$ cat src/rtl/lcd_frame_writer_if.sv
// Pixel-stream and framebuffer-write signals between the PPU side and lcd_frame_writer.
interface lcd_frame_writer_if;
  logic        LCD_EN;
  logic [1:0]  PPU_MODE;
  logic [1:0]  PX_OUT;
  logic        PX_valid;
  logic        FB_WE;
  logic [14:0] FB_ADDR;
  logic [1:0]  FB_DATA;
  logic        FB_BANK;
  logic        DISP_BANK;
  logic        FRAME_DONE;
  logic        ERR_OVERRUN;
  logic        ERR_UNDERRUN;

  modport master (
    output LCD_EN, PPU_MODE, PX_OUT, PX_valid,
    input  FB_WE, FB_ADDR, FB_DATA, FB_BANK, DISP_BANK, FRAME_DONE, ERR_OVERRUN, ERR_UNDERRUN
  );

  modport slave (
    input  LCD_EN, PPU_MODE, PX_OUT, PX_valid,
    output FB_WE, FB_ADDR, FB_DATA, FB_BANK, DISP_BANK, FRAME_DONE, ERR_OVERRUN, ERR_UNDERRUN
  );
endinterface

$ cat src/rtl/lcd_frame_writer.sv
// Writes the PPU pixel stream to a y*FB_W+x framebuffer one cycle after each pixel; no backpressure.
// Bank ping-pong per frame is built only when LCD_FB_DOUBLE_BUFFER_EN is defined.
module lcd_frame_writer #(
  parameter int FB_W = 160,
  parameter int FB_H = 144
) (
  input  logic              clk,
  input  logic              rst,
  lcd_frame_writer_if.slave bus
);
  localparam int XW = $clog2(FB_W + 1);
  localparam int YW = $clog2(FB_H + 1);
  localparam logic [XW-1:0] X_END     = XW'(FB_W);
  localparam logic [YW-1:0] Y_END     = YW'(FB_H);
  localparam logic [14:0]   LINE_STEP = 15'(FB_W);
  localparam logic [1:0]    M_HBLANK  = 2'd0;
  localparam logic [1:0]    M_VBLANK  = 2'd1;
  localparam logic [1:0]    M_SCAN    = 2'd2;
  localparam logic [1:0]    M_DRAW    = 2'd3;

  typedef enum logic [1:0] {IDLE, ACTIVE, LINE_WAIT} state_e;

  state_e        state_q, state_d;
  logic [XW-1:0] x_q, x_d, x_inc;
  logic [YW-1:0] y_q, y_d;
  logic [14:0]   line_base_q, line_base_d;
  logic [1:0]    prev_mode_q, prev_mode_d;
  logic          fb_we_q, fb_we_d;
  logic [14:0]   fb_addr_q, fb_addr_d;
  logic [1:0]    fb_data_q, fb_data_d;
  logic          frame_done_q, frame_done_d;
  logic          err_ovr_q, err_ovr_d;
  logic          err_und_q, err_und_d;
  logic          vb_entry, line_end, pix;

  always_comb begin
    state_d      = state_q;
    x_d          = x_q;
    x_inc        = x_q;
    y_d          = y_q;
    line_base_d  = line_base_q;
    prev_mode_d  = bus.PPU_MODE;
    fb_we_d      = 1'b0;
    fb_addr_d    = fb_addr_q;
    fb_data_d    = fb_data_q;
    frame_done_d = 1'b0;
    err_ovr_d    = err_ovr_q;
    err_und_d    = err_und_q;
    vb_entry     = (bus.PPU_MODE == M_VBLANK) && (prev_mode_q != M_VBLANK);
    line_end     = (prev_mode_q == M_DRAW) && (bus.PPU_MODE == M_HBLANK);
    // A pixel arriving on the cycle DRAW ends still belongs to the line.
    pix          = bus.PX_valid && ((bus.PPU_MODE == M_DRAW) || line_end);

    if (!bus.LCD_EN) begin
      state_d     = IDLE;
      x_d         = '0;
      y_d         = '0;
      line_base_d = '0;
    end else begin
      case (state_q)
        IDLE: begin
          if (bus.PPU_MODE == M_VBLANK) state_d = ACTIVE;
        end
        ACTIVE, LINE_WAIT: begin
          if (vb_entry) begin
            frame_done_d = 1'b1;
            x_d          = '0;
            y_d          = '0;
            line_base_d  = '0;
            state_d      = ACTIVE;
            if (y_q != Y_END) err_und_d = 1'b1;
          end else if (state_q == LINE_WAIT &&
                       !(bus.PPU_MODE == M_SCAN || bus.PPU_MODE == M_DRAW)) begin
            state_d = LINE_WAIT;
          end else begin
            state_d = ACTIVE;
            if (pix) begin
              if (x_q < X_END && y_q < Y_END) begin
                fb_we_d   = 1'b1;
                fb_addr_d = line_base_q + 15'(x_q);
                fb_data_d = bus.PX_OUT;
                x_inc     = x_q + 1'b1;
              end else begin
                err_ovr_d = 1'b1;
              end
            end
            x_d = x_inc;
            if (line_end) begin
              if (x_inc < X_END) err_und_d = 1'b1;
              x_d     = '0;
              state_d = LINE_WAIT;
              if (y_q < Y_END) begin
                y_d         = y_q + 1'b1;
                line_base_d = line_base_q + LINE_STEP;
              end
            end
          end
        end
        default: state_d = IDLE;
      endcase
    end
  end

`ifdef LCD_FB_DOUBLE_BUFFER_EN
  logic fb_bank_q, fb_bank_d;
  assign fb_bank_d     = fb_bank_q ^ frame_done_d;
  assign bus.FB_BANK   = fb_bank_q;
  assign bus.DISP_BANK = ~fb_bank_q;
`else
  assign bus.FB_BANK   = 1'b0;
  assign bus.DISP_BANK = 1'b0;
`endif

  always_ff @(posedge clk or posedge rst) begin
    if (rst) begin
      state_q      <= IDLE;
      x_q          <= '0;
      y_q          <= '0;
      line_base_q  <= '0;
      prev_mode_q  <= M_HBLANK;
      fb_we_q      <= 1'b0;
      fb_addr_q    <= '0;
      fb_data_q    <= '0;
      frame_done_q <= 1'b0;
      err_ovr_q    <= 1'b0;
      err_und_q    <= 1'b0;
`ifdef LCD_FB_DOUBLE_BUFFER_EN
      fb_bank_q    <= 1'b0;
`endif
    end else begin
      state_q      <= state_d;
      x_q          <= x_d;
      y_q          <= y_d;
      line_base_q  <= line_base_d;
      prev_mode_q  <= prev_mode_d;
      fb_we_q      <= fb_we_d;
      fb_addr_q    <= fb_addr_d;
      fb_data_q    <= fb_data_d;
      frame_done_q <= frame_done_d;
      err_ovr_q    <= err_ovr_d;
      err_und_q    <= err_und_d;
`ifdef LCD_FB_DOUBLE_BUFFER_EN
      fb_bank_q    <= fb_bank_d;
`endif
    end
  end

  assign bus.FB_WE        = fb_we_q;
  assign bus.FB_ADDR      = fb_addr_q;
  assign bus.FB_DATA      = fb_data_q;
  assign bus.FRAME_DONE   = frame_done_q;
  assign bus.ERR_OVERRUN  = err_ovr_q;
  assign bus.ERR_UNDERRUN = err_und_q;
endmodule

$ cat src/flat_wrapper.sv
// flat-port wrapper written by rule: the top's interface ports become plain ports
module lcd_frame_writer_flat 
#(
  parameter int FB_W = 160,
  parameter int FB_H = 144
)
  (clk, rst, bus_LCD_EN, bus_PPU_MODE, bus_PX_OUT, bus_PX_valid, bus_FB_WE, bus_FB_ADDR, bus_FB_DATA, bus_FB_BANK, bus_DISP_BANK, bus_FRAME_DONE, bus_ERR_OVERRUN, bus_ERR_UNDERRUN);
  lcd_frame_writer_if bus_i ();
  input  logic clk;
  input  logic rst;
  input wire logic [$bits(bus_i.LCD_EN)-1:0] bus_LCD_EN;
  input wire logic [$bits(bus_i.PPU_MODE)-1:0] bus_PPU_MODE;
  input wire logic [$bits(bus_i.PX_OUT)-1:0] bus_PX_OUT;
  input wire logic [$bits(bus_i.PX_valid)-1:0] bus_PX_valid;
  output wire logic [$bits(bus_i.FB_WE)-1:0] bus_FB_WE;
  output wire logic [$bits(bus_i.FB_ADDR)-1:0] bus_FB_ADDR;
  output wire logic [$bits(bus_i.FB_DATA)-1:0] bus_FB_DATA;
  output wire logic [$bits(bus_i.FB_BANK)-1:0] bus_FB_BANK;
  output wire logic [$bits(bus_i.DISP_BANK)-1:0] bus_DISP_BANK;
  output wire logic [$bits(bus_i.FRAME_DONE)-1:0] bus_FRAME_DONE;
  output wire logic [$bits(bus_i.ERR_OVERRUN)-1:0] bus_ERR_OVERRUN;
  output wire logic [$bits(bus_i.ERR_UNDERRUN)-1:0] bus_ERR_UNDERRUN;
  assign bus_i.LCD_EN = bus_LCD_EN;
  assign bus_i.PPU_MODE = bus_PPU_MODE;
  assign bus_i.PX_OUT = bus_PX_OUT;
  assign bus_i.PX_valid = bus_PX_valid;
  assign bus_FB_WE = bus_i.FB_WE;
  assign bus_FB_ADDR = bus_i.FB_ADDR;
  assign bus_FB_DATA = bus_i.FB_DATA;
  assign bus_FB_BANK = bus_i.FB_BANK;
  assign bus_DISP_BANK = bus_i.DISP_BANK;
  assign bus_FRAME_DONE = bus_i.FRAME_DONE;
  assign bus_ERR_OVERRUN = bus_i.ERR_OVERRUN;
  assign bus_ERR_UNDERRUN = bus_i.ERR_UNDERRUN;
  lcd_frame_writer #(.FB_W(FB_W), .FB_H(FB_H)) u_core (.clk(clk), .rst(rst), .bus(bus_i));
endmodule
$ cat config.mk
export PLATFORM = sky130hd
export DESIGN_NAME = lcd_frame_writer_flat
export DESIGN_NICKNAME = d
export VERILOG_FILES = /design/src/rtl/lcd_frame_writer_if.sv /design/src/rtl/lcd_frame_writer.sv /design/src/flat_wrapper.sv
export SDC_FILE = /design/constraint.sdc
export NUM_CORES = 1
export LEC_CHECK = 0
export ABC_AREA = 1
export CORE_MARGIN = 8
export CORE_UTILIZATION = 56
export DETAILED_ROUTE_END_ITERATION = 10
export GPL_ROUTABILITY_DRIVEN = 0
export PLACE_DENSITY_LB_ADDON = 0.05
export SLEW_MARGIN = 20
export SYNTH_ARGS = -nofsm -noshare
export SYNTH_HDL_FRONTEND = slang
export SYNTH_SLANG_ARGS = --single-unit
$ cat constraint.sdc
create_clock -name clk -period 2.39 [get_ports clk]
set_clock_uncertainty 0.1 [all_clocks]
set_input_delay 0.478 -clock clk [delete_from_list [all_inputs] [get_ports clk]]
set_output_delay 0.478 -clock clk [all_outputs]
set_load 0.005 [all_outputs]
# After elaboration in Yosys (flattened, before gate mapping)

Cells that the tools add are included.

$add $sub $neg: 4
Order comparisons: 3
Equal/unequal tests: 15
Multiplexer cells: 43
Bitwise gates (word level): 3
Reductions and logical operators: 18

Operators with widths:

| cell                    | number |
|---|---|
| $mux W8                 | 17 |
| $mux W15                | 6 |
| $lt A8 B8 Y1 const B    | 3 |
| $reduce_and A6 Y1       | 3 |
| $add A8 B1 Y8 const B   | 2 |
| $add A15 B8 Y15         | 1 |
| $add A15 B8 Y15 const B | 1 |
| $mux W1                 | 14 |
| $mux W2                 | 5 |
| $eq A2 B2 Y1 const B    | 4 |
| $ne A8 B8 Y1 const B    | 1 |
| $ne A2 B1 Y1 const B    | 3 |
| $ne A3 B1 Y1 const B    | 2 |
| $ne A3 B2 Y1 const B    | 2 |
| $logic_and A1 B1 Y1     | 5 |
| $eq A2 B1 Y1 const B    | 2 |
| $logic_not A2 Y1        | 2 |
| $pmux W2 S2             | 1 |
| $reduce_and A4 Y1       | 1 |
| $reduce_bool A2 Y1      | 2 |
| $not A1 Y1              | 3 |
| $logic_or A1 B1 Y1      | 2 |
| $ne A2 B2 Y1 const B    | 1 |
| $reduce_and A2 Y1       | 1 |
| other kinds (2)         | 2 |

Register bits after elaboration: 56
Output and inout port bits: 23
Logic and storage cells: 97

# Logic depth before layout (Yosys ltp)

Gate-level depths: netlist of the first run.

Word-level depth: 14
Mapped depth: 12
Depth with buffers taken out: 12

# Worst setup path after synthesis of the first run

Ideal clock, no wire load.

Path type: register -> register
From: register u_core.line_base_q[6]
To: register u_core.fb_addr_q[14] (netlist: u_core.bus.FB_ADDR[14])
Setup time: 0.130 ns
Data arrival time: 1.422 ns
Data required time: 2.160 ns
Slack: 0.738 ns
Stages on the path, launching flop included: 9
Path buffers: 0
Period minus slack after synthesis: 1.652 ns
Cells stage by stage: dfrtp_1 ha_1 nand2_1 nand2_1 nand2_1 a21oi_1 nand2_1 o21ai_0 a31oi_1

Cells in the longest elaborated chain, start to end: 1

RTL lines:

| what                     | line                    | source |
|---|---|---|
| start: declaration       | lcd_frame_writer.sv:26  | `logic [14:0] line_base_q, line_base_d;` |
| start signal: assignment | lcd_frame_writer.sv:134 | `line_base_q <= line_base_d;` |
| $add A15 B8 Y15          | lcd_frame_writer.sv:80  | `fb_addr_d = line_base_q + 15'(x_q);` |
| end signal: assignment   | lcd_frame_writer.sv:137 | `fb_addr_q <= fb_addr_d;` |
| end: declaration         | lcd_frame_writer.sv:29  | `logic [14:0] fb_addr_q, fb_addr_d;` |

No other way between the ends.
A chain may end at the register's enable or synchronous reset.

# Final worst setup path of the first run

From: input bus_PPU_MODE[0]
To: register u_core.fb_addr_q[14] (netlist: u_core.bus.FB_ADDR[14])

Cells in the longest elaborated chain, start to end: 6
Elaborated cells on any way between the ends: 14
Those cells by class: eq/ne: 3; bitwise: 2; reduce/logical: 9

RTL lines:

| what                                 | line                                           | source |
|---|---|---|
| start: declaration                   | flat_wrapper.sv:12                             | `input wire logic [$bits(bus_i.PPU_MODE)-1:0] bus_PPU_MODE;` |
| $eq A2 B2 Y1 (on tied branches)      | lcd_frame_writer.sv:73, lcd_frame_writer.sv:52 |  |
| $logic_or A1 B1 Y1                   | lcd_frame_writer.sv:73                         | `!(bus.PPU_MODE == M_SCAN \|\| bus.PPU_MODE == M_DRAW)) begin` |
| $logic_not A1 Y1                     | lcd_frame_writer.sv:73                         |  |
| $logic_and A1 B1 Y1                  | lcd_frame_writer.sv:72                         | `end else if (state_q == LINE_WAIT &&` |
| $not A1 Y1 (no source line)          | n/a                                            |  |
| $reduce_and A6 Y1 (no source line) * | n/a                                            |  |

Every way passes the cells marked *; elsewhere a longest branch is shown, timed or not.

==> impl_results.md, run 1 <==
* Synthesized flop and latch total at 51
* Clock Sinks at between 50 and 60
* Nets at between 400 and 500
* Number of synthesized flops with an enable pin at 0
* Die height at 87.8 microns
* Largest net degree at the start of global routing at 30
* Main synth FF type: dfrtp_1
* WP buf/inv at 2
* Core area at 5040 sq um
* Yosys warns at 0
* Crit Path Max Fanout at 28
* GR Overflow Total at 0
* First-pass DRT Iterations at 4
* First-pass GRT wire length at roughly 10000 microns
* Power after layout at 2.05 mW
* Final HPWL DP at around 4400 microns
* Final wirelength at slightly below 6000 microns
* Initial antenna violation count at 0
* Area leader, netlist: dfrtp_1
* Required @ worst endpoint at roughly 2500 ps
* Worst path slowest cell: clkdlybuf4s50_1
* TritonCTS buffer count at 5
* Mapped cell area at between 2000 and 3000 sq um
* Post-layout min period at a little over 2000 ps
* Vias in the first global route at between 2000 and 2500
* Clock root cell: clkbuf_8
* Skew-Pair Late Insertion Delay at around 300 ps
* Type of the worst setup path: primary input to register
* Worst-path clk slew at roughly 90 ps
* Reg2Reg Setup Slack at ~430 ps
* Area share of the largest cell type after synthesis at 0.443
* Leakage at 1.57 nW
* Post-CTS sizing at 0
* I/O pin total at 31
* Wire per inst at ~12 microns
* Max VDD drop at 0.386 mV
* Most frequent cells in the layout: nand2_1, dfrtp_1, inv_1
* Dominant cells by area after synthesis: dfrtp_1, nand2_1, inv_1, nand3_1, ha_1
* Vias per Instance at approximately 5.2
* CTS max path bufs at 2
* Max-slew violations at 0
* Die W at just under 90 microns
* TritonCTS clock tree: yes
* Initial Utilization at 0.572
* Area growth from synthesis to layout at 16.8%
* DIE AREA at approximately 7700 sq um
* CP Data Arrival Time at approximately 2200 ps
* CP top delay family: simple AND/OR/NAND/NOR gates
* Tcrit/Tclk final at 0.863
* Cell count after synthesis at 362
* Post-synthesis async set-or-reset flop share at 1.00
* Final setup TNS at 0 ps
* Hold bufs inserted after CTS at 0
* Antenna Cells at 0
* H-tree depth at 2
* Total track usage at 0.166
* Max Fclk at about 0.48 GHz
* RSZ-0062 raised after global routing: no
* Final number of hold-violating endpoints at 0
* ANT nets after route at 0
* Syn_area_per_cell at approximately 8 sq um
* Hold Path Class: register to register
* Final core utilization at 0.668
* Drt drc at 0
* Vias at about 2400
* CP Launch Type: primary input
* Seq/Total Area, Yosys at 0.443
* Share of cells above drive strength 1 at 0.0957
* Commonest non-fill, non-tap cell in the layout: nand2_1
* PwrDens at between 600 and 700 nW/um^2
* Final setup viols at 0
* Row count at 26
* Slowest stage delay, CP at 490 ps
* Port bufs at 28
* Outcome: finished, final reports clean
* Setup Buffers After CTS at 0
* Drt initial violations at 153
* Crit-path cells: clkdlybuf4s50_1, nor2_1, nand2_2, nand2_1, nand2_2, nor2_4, nand2_4, clkinv_4, nor2_1, a31oi_1
* Max-cap viol count at 0
* Worst setup EP type: register
* Library cells used by synthesis at 34
## synthesized netlist by cell type, types with 5 or more instances
library cell and count:
o21ai_2 8, nand4_1 9, a21oi_1 11, inv_1 41, ha_1 10, nand2_2 5
nor3_1 9, nand2_1 95, o21ai_0 13, o21ai_1 14, nand3_1 26, dfrtp_1 51
xor2_1 8, nor2_1 25
## registers in the layout (all words and copies together) (netlist names)
name / flops
u_core.bus.FB_ADDR: 15
u_core.line_base_q: 10
u_core.x_q: 8
u_core.y_q: 8
u_core.bus.FB_DATA: 2
u_core.prev_mode_q: 2
u_core.state_q: 2
u_core.bus.ERR_OVERRUN: 1
u_core.bus.ERR_UNDERRUN: 1
u_core.bus.FB_WE: 1
u_core.bus.FRAME_DONE: 1
## power by group
group	total, mW	leakage (nW)	switching, mW	internal (mW)
registers	1.01	0.691	0.0718	0.940
clock network	0.623	0.0612	0.284	0.339
logic	0.419	0.815	0.227	0.193
## final timing paths
check	start	to	cells after the start
setup / recovery	bus_PPU_MODE[0]	u_core.bus.FB_ADDR[14]	10
min in group asynchronous	rst	u_core.bus.FB_ADDR[0]	2
hold / removal	u_core.bus.ERR_OVERRUN	u_core.bus.ERR_OVERRUN	1
setup reg to reg	u_core.state_q[1]	u_core.bus.FB_ADDR[14]	8
max in group asynchronous	rst	u_core.line_base_q[14]	3
hold reg to reg	u_core.bus.ERR_OVERRUN	u_core.bus.ERR_OVERRUN	1
## cell families (layout without fill, tap and decap cells)
family | count (synthesis) | count (layout) | share of synthesized area
compound gates | 59 | 59 | 0.126
flops | 51 | 51 | 0.443
xor+xnor | 11 | 11 | 0.0334
simple gates | 177 | 177 | 0.270
buf+inv | 53 | 87 | 0.0829
other cells | 1 | 2 | 0.00130
fa+ha+maj | 10 | 10 | 0.0434
## cell type report
cell class | count | area, sq um
clock inverters | 2 | 35.0
inverters | 44 | 170
flip-flops and latches | 51 | 1280
multi-input cells | 259 | 1370
repair buffers | 35 | 345
fillers | 427 | 1670
well taps | 70 | 87.6
clock buffers | 6 | 82.6
## routing by layer
| layer | vias to the layer above | routed length, microns | global-route usage | share of wire |
|---|---|---|---|---|
| li1 | 1261 | - | - | - |
| met1 | 1099 | 2810 | 0.215 | 0.49 |
| met2 | 47 | 2580 | 0.267 | 0.45 |
| met3 | 7 | 292 | 0.0291 | 0.051 |
| met4 | 0 | 89 | 0.0672 | 0.015 |
| met5 | - | 0 | 0 | 0 |
## per-stage QoR
stage                     std cells  cell area (sq um)  hold slack, ps  setup WS (ps)
after floorplan                 363               2890             357            582
after global placement          459               3250             364           61.9
after detailed placement        459               3250             368           11.4
after CTS                       467               3370             390            334
after global routing            467               3370             412           67.3
final                           467               3370             384            327
Note: power is estimated with default switching activity, not from simulation.
==> run 2, diff against run 1 <==
- ABC_CLOCK_PERIOD_IN_PS: not set -> 2390
- PLACE_DENSITY: not set -> 0.79
- PLACE_DENSITY_LB_ADDON: 0.05 -> not set
- SKIP_CTS_REPAIR_TIMING: not set -> 1
==> run 2 against run 1 <==
Sequential power about the same. Fmax increased by 2.2%. Utilization decreased by 0.42 points. Non-clock buffer count increased by 2. Worst setup slack improved by 44 ps. Via count increased by 0.58%. Cell area decreased by 0.63%. Register-to-register slack improved by 60 ps. Critical path depth increased by 1. Combinational power increased by 1%. Final cell count increased by 0.43%.
==> impl_results.md, run 2 (synthesis results as in run 1) <==
* Worst setup EP type: register
* DP Cell Count at 461 (+0.44%)
* Final setup viols at 0 (unchanged)
* Max-cap viol count at 0 (unchanged)
* ANT nets after route at 0 (unchanged)
* Clock root cell: clkbuf_8
* RSZ-0062 raised after global routing: no
* TritonCTS clock tree: yes
* Max Fclk at 0.495 GHz (+2.2%)
* Skew-Pair Late Insertion Delay at 300 ps (about the same)
* Post-layout min period at 2020 ps (-44.2 ps)
* Power after layout at 1.91 mW (-7.0%)
* Required @ worst endpoint at 2480 ps (-40 ps)
* WHS Path Cells at 2 (+1)
* Final wirelength at 5950 microns (+3.1%)
* DIE AREA at 7700 sq um (unchanged)
* Largest register FFs at 15 (unchanged)
* Drt drc at 0 (unchanged)
* Total track usage at 0.173 (+0.00681)
* Area growth from synthesis to layout at 16.1%
* Clock Sinks at 51 (unchanged)
* Source of the worst hold timing path: u_core.bus.FB_DATA[0]
* Crit-path cells: clkdlybuf4s50_1, nor2_1, nand2_2, a21oi_1, nand3_1, nand2_1, nand2_1, nand2_1, nand2_1, nand2_1, nand2_1
* Reg2reg end: u_core.bus.FB_ADDR[14]
* TritonCTS buffer count at 5 (unchanged)
* Reg2Reg Setup Slack at 490 ps (+60 ps)
* Tcrit/Tclk final at 0.845 (-0.0185)
* Row count at 26 (unchanged)
* Crit Path Max Fanout at 7 (-75%)
* Share of cells above drive strength 1 at 0.0952 (-0.000480)
* Layout fillers at 420 (-1.6%)
* Reg2reg path depth at 8 (unchanged)
* Post-route insts no fill at 469 (+0.43%)
* Hold Path End: u_core.bus.FB_DATA[0]
* GR Overflow Total at 0 (unchanged)
* Final number of hold-violating endpoints at 0 (unchanged)
* Slowest stage delay, CP at 490 ps (about the same)
* Max VDD drop at 0.308 mV (-20%)
* I/O pin total at 31 (unchanged)
* Antenna Cells at 0 (unchanged)
* Max-slew violations at 0 (unchanged)
* Worst path slowest cell: clkdlybuf4s50_1
* Core area at 5040 sq um (unchanged)
* Vias in the first global route at 2350 (+1.8%)
* Drt initial violations at 158 (+3.3%)
* Vias per Instance at 5.18 (+0.15%)
* Most frequent cells in the layout: nand2_1, dfrtp_1, inv_1
* Final setup margin at 371 ps (+44.2 ps)
* CP Data Arrival Time at 2110 ps (-90 ps)
* Outcome: finished, final reports clean
* Nets at 416 (+0.48%)
* Wire per inst at 12.7 microns (+2.6%)
* Port bufs at 28 (unchanged)
* Commonest non-fill, non-tap cell in the layout: nand2_1
* Worst-path clk slew at 90 ps (about the same)
* Die height at 87.8 microns (unchanged)
* Final HPWL DP at 4500 microns (+1.3%)
* Final setup TNS at 0 ps (unchanged)
* CP Launch Type: primary input
* Leakage at 1.56 nW (-0.58%)
* First-pass DRT Iterations at 4 (unchanged)
* Vias at 2428 (+0.58%)
* H-tree depth at 2 (unchanged)
* Type of the worst setup path: primary input to register
* Crit Reg-Reg Startpoint: u_core.line_base_q[6]
* First-pass GRT wire length at 10800 microns (+4.3%)
* Setup WS pre-CTS at 61.9 ps (+50.5 ps)
* Largest net degree at the start of global routing at 52 (+73%)
* Initial Utilization at 0.572 (unchanged)
* PwrDens at 571 nW/um^2 (-6.4%)
* CTS max path bufs at 2 (unchanged)
* Initial antenna violation count at 0 (unchanged)
* Hold Path Class: register to register
* Die W at 87.8 microns (unchanged)
* Crit-path most repeated cell: nand2_1
-- run 2: worst max-delay path by stage --
stage                     slack (ps)       startpoint  cells past startpoint                      end
after global placement           150  bus_PPU_MODE[0]                     10   u_core.bus.FB_ADDR[11]
after floorplan                  580              rst                      1   u_core.bus.ERR_OVERRUN
after detailed placement          60  bus_PPU_MODE[0]                     10   u_core.bus.FB_ADDR[14]
final                            370  bus_PPU_MODE[0]                     11  u_core.bus.ERR_UNDERRUN
after CTS                        370  bus_PPU_MODE[0]                     10   u_core.bus.FB_ADDR[14]
after global routing             230  bus_PPU_MODE[0]                     10   u_core.bus.FB_ADDR[14]
-- run 2: layout make-up --
type / instances / area (sq um) / area share
multi-input cells: 259 / 1370 / 0.410
flip-flops and latches: 51 / 1280 / 0.381
repair buffers: 37 / 360 / 0.108
inverters: 44 / 170 / 0.0508
well taps: 70 / 87.6 / 0.0262
clock buffers: 7 / 76.3 / 0.0228
clock inverters: 1 / 5.00 / 0.00149
-- run 2: worst max-delay path, delay by kind of cell --
family / cells / cell delay [ps]
buffers and inverters: 1 / 490
AND/OR/NAND/NOR: 9 / 780
AO/OA/AOI/OAI: 1 / 360
-- run 2: metrics by stage --
stage | util | area [sq um] | hold slack, ps
2_1_floorplan | - | 2890 | 357
3_3_place_gp | 0.648 | 3270 | 361
3_5_place_dp | 0.648 | 3270 | 365
4_1_cts | 0.664 | 3350 | 389
5_1_grt | 0.664 | 3350 | 410
6_report | 0.664 | 3350 | 384
-- run 2: power by group --
| part | leakage (nW) | switching (mW) | internal, mW | total, mW |
|---|---|---|---|---|
| logic | 0.825 | 0.229 | 0.196 | 0.425 |
| registers | 0.691 | 0.0732 | 0.940 | 1.01 |
| clock network | 0.0422 | 0.266 | 0.206 | 0.472 |
| total | 1.56 | 0.568 | 1.34 | 1.91 |
-- run 2: routing by layer --
layer,routed length [microns],share of wire,track usage
met3,366,0.062,0.0488
met5,0,0,0
met1,2860,0.48,0.233
met4,59,0.0099,0.0422
met2,2660,0.45,0.265
==> run 3, diff against run 2 <==
- ABC_CLOCK_PERIOD_IN_PS: 2390 -> 2080
- clock period: 2.39 -> 2.08 ns (I/O delays scaled with it)
==> run 3 against run 2 <==
Global-route usage grew 0.65 points. Final cell count increased by 3.0%. Combinational power is 25% higher. Critical endpoint is now u_core.bus.FB_ADDR[14]. First-iteration DRC count decreased by 3.2%.
==> impl_results.md, run 3 (synthesis results as in run 1) <==
* Outcome: finished, final reports clean
* Drt initial violations at 153 (-3.2%)
* Clock root cell: clkbuf_8
* Tcrit/Tclk final at 0.939
* CP Launch Type: register
* Row count at 26 (unchanged)
* Die W at 87.8 microns (unchanged)
* First-pass GRT wire length at 11100 microns (+3.1%)
* NetSw at 690 uW (+21%)
* Initial antenna violation count at 0 (unchanged)
* CTS max path bufs at 2 (unchanged)
* TritonCTS buffer count at 5 (unchanged)
* Critical path depth at 8 (-3)
* Final setup viols at 0 (unchanged)
* WP buf/inv at 0 (-1)
* Nets at 431 (+3.6%)
* Worst setup EP type: register
* Max-slew violations at 0 (unchanged)
* Antenna Cells at 0 (unchanged)
* Area after DPL at 3380 sq um (+3.4%)
* Max-cap viol count at 0 (unchanged)
* Reg2reg end: u_core.bus.FB_ADDR[14]
* Post-layout min period at about 2000 ps
* Leakage at 1.64 nW (+5.1%)
* Reg2reg path depth at 8 (unchanged)
* Hold Path Class: primary input to async pin
* Largest net degree at the start of global routing at 38 (-27%)
* Required @ worst endpoint at 2160 ps (-320 ps)
* Crit Path Max Fanout at 4 (-3)
* Critical Path End: u_core.bus.FB_ADDR[14]
* Final setup TNS at 0 ps (unchanged)
* Final wirelength at 6520 microns (+9.6%)
* Type of the worst setup path: register to register
* I/O pin total at 31 (unchanged)
* CP Data Arrival Time at 2030 ps (-80 ps)
* DIE AREA at 7700 sq um (unchanged)
* Port bufs at 28 (unchanged)
* Worst-path clk slew at 90 ps (about the same)
* DP Cell Count at 476 (+3.3%)
* Largest register FFs at 15 (unchanged)
* Vias at 2571 (+5.9%)
* Clock power frac at 0.283 (+0.036)
* H-tree depth at 2 (unchanged)
* Cell area after layout at 3490 sq um (+4.1%)
* Max Fclk at about 0.51 GHz
* Reg2Reg Setup Slack at 130 ps (-360 ps)
* Crit Reg-Reg Startpoint: u_core.line_base_q[6]
* TritonCTS clock tree: yes
* Commonest non-fill, non-tap cell in the layout: nand2_1
* Max VDD drop at 0.381 mV (+24%)
* Most frequent cells in the layout: nand2_1, dfrtp_1, inv_1
* Die height at 87.8 microns (unchanged)
* Skew-Pair Late Insertion Delay at 300 ps (about the same)
* Switching share of total power at 0.291 (-0.00652)
* First-pass DRT Iterations at 4 (unchanged)
* P_int at 1.68 mW (+25%)
* Clock Sinks at 51 (unchanged)
* Wire per inst at 13.5 microns (+6.5%)
* GR Overflow Total at 0 (unchanged)
* Final core utilization at 0.691 (+0.0273)
* Post-route insts no fill at 483 (+3.0%)
* Final HPWL DP at 5000 microns (+11%)
* Initial Utilization at 0.572 (unchanged)
* Seq pwr share at 0.494 (-0.036)
* Drt drc at 0 (unchanged)
* Total track usage at 0.180 (+0.00654)
* Crit-path cells: ha_1, nand2_1, nand2_1, nand2_1, a21oi_2, nand2_1, o21ai_0, a31oi_1
* RSZ-0062 raised after global routing: no
* Critical Path Start: u_core.line_base_q[6]
* Slowest stage delay, CP at 440 ps (-50 ps)
* Vias in the first global route at 2518 (+7.1%)
* Final number of hold-violating endpoints at 0 (unchanged)
* PwrDens at 681 nW/um^2 (+19%)
* Combinational share of power at 0.223 (about the same)
* Hold WS at 291 ps (-93.2 ps)
* Vias per Instance at 5.32 (+2.8%)
* Worst path slowest cell: dfrtp_1
* ANT nets after route at 0 (unchanged)
* Share of cells above drive strength 1 at 0.131 (+0.0355)
* Core area at 5040 sq um (unchanged)
* Area growth from synthesis to layout at 20.9%
* Crit-path most repeated cell: nand2_1
* CP top delay family: compound AO/OA/AOI/OAI gates
## run 3: power groups by stage
stage               sequential [mW]  combinational [mW]  clock [mW]
finish                         1.17               0.530       0.671
global route                   1.19               0.590       0.709
CTS                            1.17               0.532       0.687
detailed placement             1.19               0.529           0
global placement               1.18               0.508           0
floorplan                      1.17               0.304           0
## run 3: cell type report
| cell class | count | area (sq um) |
|---|---|---|
| Timing Repair Buffer | 52 | 473 |
| Clock inverter | 1 | 30.0 |
| Sequential cell | 51 | 1280 |
| Tap cell | 70 | 87.6 |
| Clock buffer | 6 | 72.6 |
| Multi-Input combinational cell | 259 | 1380 |
| Inverter | 44 | 170 |
| Fill cell | 429 | 1560 |
## run 3: metrics by stage
step,power (mW),setup WS [ps]
2_1_floorplan,1.47,334
3_3_place_gp,1.69,-55.7
3_5_place_dp,1.72,-91.6
4_1_cts,2.39,54.3
5_1_grt,2.48,10.9
6_report,2.37,127
## run 3: per-layer routing
layer  vias up  wire [microns]  track usage
met1      1212            2980        0.219
met4         0              72       0.0578
met5         -               0            0
li1       1288               -            -
met2        63            3090        0.311
met3         8             378       0.0319
## run 3: worst min path at each step
stage / start / to / slack (ps) / depth (start not counted)
final: rst / u_core.x_q[0] / 290 / 2
after global placement: u_core.bus.ERR_OVERRUN / u_core.bus.ERR_OVERRUN / 360 / 1
after floorplan: bus_PPU_MODE[0] / u_core.prev_mode_q[0] / 350 / 0
after detailed placement: u_core.bus.ERR_OVERRUN / u_core.bus.ERR_OVERRUN / 370 / 1
after CTS: rst / u_core.x_q[1] / 300 / 2
after global routing: rst / u_core.x_q[2] / 330 / 2
